$ cat src/rtl/uart_receiver.sv
// 8N1 UART receiver with a single-entry valid/ready output register.
// Define UART_RX_PARITY_EN to receive 8E1 frames with even-parity checking.
module uart_receiver #(
  parameter int CLK_FREQ     = 1_000_000_000,
  parameter int BAUD_RATE    = 100_000_000,
  parameter int CLK_PER_BAUD = CLK_FREQ / BAUD_RATE
) (
  input  logic       clk_i,
  input  logic       rst_i,
  input  logic       rx_i,
  output logic [7:0] data_o,
  output logic       data_valid_o,
  input  logic       data_ready_i,
  output logic       frame_err_o,
  output logic       overrun_o,
  output logic       parity_err_o
);

  localparam int CNT_W = (CLK_PER_BAUD > 1) ? $clog2(CLK_PER_BAUD) : 1;
  localparam logic [CNT_W-1:0] HALF_LAST = CNT_W'(CLK_PER_BAUD / 2 - 1);
  localparam logic [CNT_W-1:0] BIT_LAST  = CNT_W'(CLK_PER_BAUD - 1);

  typedef enum logic [2:0] {
    IDLE,
    START,
    DATA,
`ifdef UART_RX_PARITY_EN
    PARITY,
`endif
    STOP,
    WAIT_IDLE
  } state_t;

  state_t           state, state_n;
  logic [1:0]       sync;
  logic             rx_s;
  logic [CNT_W-1:0] baud_cnt, baud_n;
  logic [2:0]       bit_cnt, bit_n;
  logic [7:0]       shift, shift_n;
  logic             commit;
  logic             frame_err_n;
  logic             parity_err_n;
`ifdef UART_RX_PARITY_EN
  logic             par_bad, par_bad_n;
`endif

  // Synchroniser resets to the idle level so reset never looks like a start bit
  always_ff @(posedge clk_i) begin
    if (rst_i) sync <= 2'b11;
    else       sync <= {sync[0], rx_i};
  end

  assign rx_s = sync[1];

  always_ff @(posedge clk_i) begin
    if (rst_i) begin
      state    <= IDLE;
      baud_cnt <= '0;
      bit_cnt  <= '0;
      shift    <= '0;
    end else begin
      state    <= state_n;
      baud_cnt <= baud_n;
      bit_cnt  <= bit_n;
      shift    <= shift_n;
    end
  end

`ifdef UART_RX_PARITY_EN
  always_ff @(posedge clk_i) begin
    if (rst_i) par_bad <= 1'b0;
    else       par_bad <= par_bad_n;
  end
`endif

  // Baud counter restarts at every sample point, so bit timing never drifts
  always_comb begin
    state_n      = state;
    baud_n       = baud_cnt;
    bit_n        = bit_cnt;
    shift_n      = shift;
    commit       = 1'b0;
    frame_err_n  = 1'b0;
    parity_err_n = 1'b0;
`ifdef UART_RX_PARITY_EN
    par_bad_n    = par_bad;
`endif
    unique case (state)
      IDLE: begin
        if (!rx_s) begin
          state_n = START;
          baud_n  = '0;
          bit_n   = '0;
        end
      end
      START: begin
        if (baud_cnt == HALF_LAST) begin
          baud_n  = '0;
          state_n = rx_s ? IDLE : DATA;
        end else begin
          baud_n = baud_cnt + 1'b1;
        end
      end
      DATA: begin
        if (baud_cnt == BIT_LAST) begin
          baud_n  = '0;
          shift_n = {rx_s, shift[7:1]};
          bit_n   = bit_cnt + 1'b1;
          if (bit_cnt == 3'd7) begin
`ifdef UART_RX_PARITY_EN
            state_n = PARITY;
`else
            state_n = STOP;
`endif
          end
        end else begin
          baud_n = baud_cnt + 1'b1;
        end
      end
`ifdef UART_RX_PARITY_EN
      PARITY: begin
        if (baud_cnt == BIT_LAST) begin
          baud_n    = '0;
          par_bad_n = ^{shift, rx_s};
          state_n   = STOP;
        end else begin
          baud_n = baud_cnt + 1'b1;
        end
      end
`endif
      STOP: begin
        if (baud_cnt == BIT_LAST) begin
          baud_n = '0;
          if (!rx_s) begin
            frame_err_n = 1'b1;
            state_n     = WAIT_IDLE;
`ifdef UART_RX_PARITY_EN
          end else if (par_bad) begin
            parity_err_n = 1'b1;
            state_n      = IDLE;
`endif
          end else begin
            commit  = 1'b1;
            state_n = IDLE;
          end
        end else begin
          baud_n = baud_cnt + 1'b1;
        end
      end
      WAIT_IDLE: begin
        if (rx_s) state_n = IDLE;
      end
      default: state_n = IDLE;
    endcase
  end

  // A commit may land in the same cycle the consumer takes the old byte
  always_ff @(posedge clk_i) begin
    if (rst_i) begin
      data_o       <= '0;
      data_valid_o <= 1'b0;
      frame_err_o  <= 1'b0;
      overrun_o    <= 1'b0;
    end else begin
      frame_err_o <= frame_err_n;
      overrun_o   <= 1'b0;
      if (commit) begin
        if (!data_valid_o || data_ready_i) begin
          data_o       <= shift;
          data_valid_o <= 1'b1;
        end else begin
          overrun_o <= 1'b1;
        end
      end else if (data_valid_o && data_ready_i) begin
        data_valid_o <= 1'b0;
      end
    end
  end

`ifdef UART_RX_PARITY_EN
  always_ff @(posedge clk_i) begin
    if (rst_i) parity_err_o <= 1'b0;
    else       parity_err_o <= parity_err_n;
  end
`else
  assign parity_err_o = 1'b0;
`endif

endmodule
$ cat config.mk
export PLATFORM = sky130hd
export DESIGN_NAME = uart_receiver
export DESIGN_NICKNAME = d
export VERILOG_FILES = /design/src/rtl/uart_receiver.sv
export SDC_FILE = /design/constraint.sdc
export NUM_CORES = 1
export LEC_CHECK = 0
export BUFFER_PORTS_ARGS = -buffer_cell sky130_fd_sc_hd__clkbuf_2
export CORE_MARGIN = 1.5
export CORE_UTILIZATION = 36
export CTS_CLUSTER_DIAMETER = 40
export CTS_CLUSTER_SIZE = 28
export DETAILED_ROUTE_END_ITERATION = 16
export GPL_TIMING_DRIVEN = 1
export MAX_ROUTING_LAYER = met4
export PLACE_DENSITY_LB_ADDON = 0.1
export SLEW_MARGIN = 20
export SYNTH_ARGS = -nofsm -noshare
export SYNTH_HDL_FRONTEND = slang
export SYNTH_SLANG_ARGS = --single-unit
$ cat constraint.sdc
create_clock -name clk_i -period 1.7 [get_ports clk_i]
set_clock_uncertainty 0.15 [all_clocks]
set_input_delay 0.51 -clock clk_i [delete_from_list [all_inputs] [get_ports clk_i]]
set_output_delay 0.51 -clock clk_i [all_outputs]
set_load 0.02 [all_outputs]
# Word-level counts from Yosys, hierarchy flattened
# Cells that the tools add are included.
[totals]
register_bits = 31
inputBits = 4
output_inout_bits = 12
wordCells = 68
[op_classes]
n_addsub = 2
n_eq_ne = 14
mux = 24
bitwise_logic = 3
n_reduce_logical = 16
[ops]
columns = ["cell", "count"]
rows = [
  ["2-to-1 mux 3 bit", 9],
  ["one-hot mux 3 bit (5 select lines)", 1],
  ["2-to-1 mux 4 bit", 3],
  ["!= test 2 bit (second input constant)", 6],
  ["one-hot mux 4 bit (3 select lines)", 1],
  ["2-to-1 mux 1 bit", 8],
  ["AND reduction 2 bit", 4],
  ["equality test 3 x 2 -> 1 bit (second input constant)", 2],
  ["equality test 3 bit (second input constant)", 2],
  ["one-hot mux 3 bit (2 select lines)", 1],
  ["AND reduction 6 bit", 1],
  ["adder 4 x 1 -> 4 bit (second input constant)", 1],
  ["equality test 4 x 3 -> 1 bit (second input constant)", 1],
  ["equality test 4 bit (second input constant)", 1],
  ["nonzero test 2 bit", 2],
  ["OR reduction 2 bit", 2],
  ["adder 3 x 1 -> 3 bit (second input constant)", 1],
  ["equality test 3 x 1 -> 1 bit (second input constant)", 1],
  ["logical NOT 3 bit", 1],
  ["inverter 1 bit", 3],
  ["AND reduction 3 bit", 1],
  ["nonzero test 3 bit", 1],
  ["OR reduction 3 bit", 1],
  ["2-to-1 mux 2 bit", 1],
  ["4 further kinds", 4],
]

# Longest topological paths before layout
[depth]
depth_word = 5
depth_mapped = 7
ltp_nobuf = 6

# Least setup slack after synthesis
# Ideal clock, no wire load.
[synth_timing]
path_kind = "register to register"
startpoint = "register baud_cnt[0]"
endpoint = "register data_o[3]"
setup_ps = 128
arrival_time_ps = 1373
required_ps = 1422
slack_ps = 49
stages_incl_launch_ff = 7
path_buffers = 1
period_less_slack_ps = 1651
cell_sequence = "dfxtp_1 -> ha_1 -> nand4b_2 -> nor4b_2 -> buf_6 -> mux2i_1 -> nor2_1"
[synth_between]
elab_chain_cells = 4
[synth_rtl]
columns = ["element", "line_no", "text"]
rows = [
  ["start: declaration", "37", "logic [CNT_W-1:0] baud_cnt, baud_n;"],
  ["start signal: assignment", "63", "baud_cnt <= baud_n;"],
  ["equality test 4 bit", "132", "if (baud_cnt == BIT_LAST) begin"],
  ["2-to-1 mux 1 bit", "132", ""],
  ["2-to-1 mux 1 bit", "88", "unique case (state)"],
  ["AND reduction 2 bit (no line)", "--", ""],
  ["end signal: assignment", "169", "data_o <= shift;"],
  ["end: declaration", "11", "output logic [7:0] data_o,"],
]
# No other way between the ends.
# A chain may end at the register's enable or synchronous reset.

# Worst setup path in the final report
[layout_timing]
startpoint = "register baud_cnt[1]"
endpoint = "register data_o[6]"
# Same word-level chain as after synthesis.

==> results by group <==
Run status
  • Status: finished, final reports clean

Setup path
  • Data required time of the worst path: around 1.7 ns
  • Slowest cell on the critical path: dfxtp_2
  • Reg2reg path depth: 7
  • Reg-to-Reg End: data_o[6]
  • Worst-path fanout max: 8
  • Crit-path max cell delay: roughly 0.32 ns
  • Critical-path cell list: inv_2, ha_4, nand4b_4, nor4b_4, buf_6, mux2i_1, nor2_1
  • Setup Crit Path Kind: register to register
  • CP endpoint kind: register
  • CP Data Arrival Time: 1.70 ns
  • Worst setup path end: data_o[6]
  • Worst reg2reg startpoint: baud_cnt[1]
  • Flop-to-flop setup slack: between 0.03 and 0.04 ns
  • Setup crit start kind: register
  • Crit path launch: baud_cnt[1]

Clocking
  • CTS Hold Buffers Added: 0
  • Sink Count: 31
  • Clock-pin slew on the worst setup and hold paths: about 0.070 ns
  • H-tree Lvls: 2
  • Clk_lat worst skew: approximately 0.29 ns
  • CTS root buffer: clkbuf_8
  • Clock Path Buffers: 2
  • TritonCTS Buffers: 5
  • TritonCTS clock tree: done

Drt
  • Residual DRC: 0
  • Top routing layer in use: met4
  • Drt first-iter violations: 39
  • Vias per cell: between 4 and 5
  • Routed wl met2: around 1200 um
  • WL met3: 155 um
  • WL final: between 2000 and 3000 um
  • Detail Route Antenna Nets: 0
  • Met1 WL: 1250 um
  • Drt wl/cell: 12.5 um
  • Routed vias: ~1,000
  • DR pass1 iterations: 4

Logic synthesis
  • Area contributors post-synth: dfxtp_1, mux2i_1, nor2_1
  • Largest family of logic cells by synthesized area: simple AND/OR/NAND/NOR gates
  • Yosys warns: 0
  • Synth Area in Compound Gates: under 10%
  • Syn Inst Count: about 140
  • Post-synth ARST share: 0%
  • Synth top area share: between 40% and 50%
  • Number of synthesized flops with an enable pin: 0
  • Mapped Area: approximately 1300 sq um
  • Leading area contributor after synthesis: dfxtp_1
  • Post-Synth Simple-Gate Area: between 20 and 25%
  • XOR/XNOR share of the synthesized area: 0%
  • Sequential area share after synthesis: roughly 46%
  • Adder-cell share of the synthesized area: 4.66%
  • Synth Register Bits: 31
  • Syn Area/Cell: 9.74 sq um
  • Synth unique cells: 37
  • Mux share of post-synthesis cell area: a little under an eighth
  • Post-synth net total: around 150
  • Top_reg_cell synth: dfxtp_1

Place
  • GPL Wtd Cong: between 0.8 and 0.9
  • Post-DP HPWL: 1860 um
  • DP Cell Count: a little over 200
  • DP Area: 1510 sq um
  • # port buffers: 14

Layout
  • Layout filler cell count: 363
  • Final cell count without fillers: roughly 210
  • Final Net Count: between 150 and 200
  • Final core occ: between 40% and 50%
  • Layout cells sized above 1: a little under 30%
  • Most frequent cells in the layout: dfxtp_1, nor2_1, mux2i_1
  • Diodes inserted: 0
  • Commonest non-fill, non-tap cell in the layout: dfxtp_1
  • Area delta synth->final: 24.8%
  • Finished Cell Area: approximately 1700 sq um

STA
  • Period utilization: a little over nine tenths
  • Final critical-path required period: about 1.7 ns
  • Pins Over Slew Limit: 0
  • Final setup fails: 0
  • Fmax: roughly 600 MHz
  • Setup_tns: 0 ns
  • Final hold violation count: 0
  • RSZ-0062 raised after global routing: yes

Global routing
  • Largest net degree at the start of global routing: 14
  • Antenna violations before repair: 0
  • Total track usage: around 15%
  • Grt total ovfl: 0
  • First-pass GRT wire length: roughly 4500 um
  • Vias in the first global route: 990

Worst hold path
  • Worst Hold Depth: 2
  • Type of the worst min-delay path: input port to register

Power
  • Max VDD drop: just under 0.5 mV
  • Total Power: 1.54 mW
  • P_leak: ~0.77 nW
  • PD cells: around 920 nW/um^2

Floorplan
  • Core ar.: 3630 sq um
  • Die extent in x: approximately 64 um
  • FP Rows: 22
  • Die Y: about 64 um
  • Initial core utilization: a little under two fifths
  • Die area: 4110 sq um
  • # IOs: 16

Flow run
  • Max Cap Violations: 0
==> critical path, delay by kind of cell, from the launching register on <==
kind,cells,cell delay (ns)
AND/OR/NAND/NOR,3,0.47
buffers and inverters,2,0.26
flip-flops,1,0.32
multiplexers,1,0.19
adder cells (fa/ha/maj),1,0.15
==> cells by family (layout without fill, tap and decap cells) <==
kind of cell    Yosys count  in the layout
compound gates           17             17
fa+ha+maj                 5              5
other cells               1              1
mux                      16             16
simple gates             52             52
flops                    31             31
buf+inv                  16             43
==> per-layer routing <==
layer | GRT usage [%] | up-vias
met2 | 22.7 | 34
met5 | - | -
met1 | 17.7 | 480
met4 | 10.4 | 0
li1 | - | 520
met3 | 4.75 | 9
==> synthesized netlist by cell type, drive strengths merged, types with 3 or more instances <==
| master | number |
|---|---|
| dfxtp | 31 |
| nand4b | 3 |
| or2 | 4 |
| buf | 4 |
| inv | 7 |
| a21oi | 7 |
| mux2i | 16 |
| nand2b | 3 |
| ha | 5 |
| nand2 | 3 |
| nor2 | 26 |
| clkbuf | 5 |
==> flip-flops by register name (all words and copies together) (netlist names) <==
| register | count |
|---|---|
| baud_cnt | 4 |
| bit_cnt | 3 |
| data_o | 8 |
| data_valid_o | 1 |
| frame_err_o | 1 |
| overrun_o | 1 |
| shift | 8 |
| state | 3 |
| sync | 2 |
==> metrics by stage <==
stage	setup WS, ns	hold WS, ns
after floorplan	0.0491	0.239
after global placement	0.0289	0.244
after detailed placement	0.0154	0.247
after CTS	0.00854	0.244
after global routing	-0.0671	0.251
final	0.0316	0.249
==> report_power, final <==
| part | total, mW | leakage, nW | internal, mW | switching (mW) |
|---|---|---|---|---|
| Combinational | 0.0517 | 0.458 | 0.0211 | 0.0306 |
| Clock | 0.758 | 0.0612 | 0.474 | 0.284 |
| Sequential | 0.734 | 0.252 | 0.730 | 0.00431 |
| Total | 1.54 | 0.771 | 1.22 | 0.319 |
==> timing repair <==
item	CTS	global route
buffers inserted	0	2
gates resized for setup	0	9
setup endpoints to repair	0	17
==> final cells by class <==
cell class                 count  area (sq um)  area share [%]
clock buffer                   6          82.6            4.93
clock inverter                 2          35.0            2.09
inverter                       7          26.3            1.57
multi-input combinational     91           669            39.9
sequential                    31           624            37.2
tap                           48          60.1            3.58
timing repair buffer          28           179            10.7
==> how the worst min path moves through the flow <==
stage | start | slack, ns | endpoint
6_report | rx_i | 0.25 | sync[0]
5_1_grt | rx_i | 0.25 | sync[0]
4_1_cts | rx_i | 0.24 | sync[0]
3_5_place_dp | sync[0] | 0.25 | sync[1]
3_3_place_gp | sync[0] | 0.24 | sync[1]
2_1_floorplan | sync[0] | 0.24 | sync[1]
No activity file was read; power rests on OpenSTA's default activity.
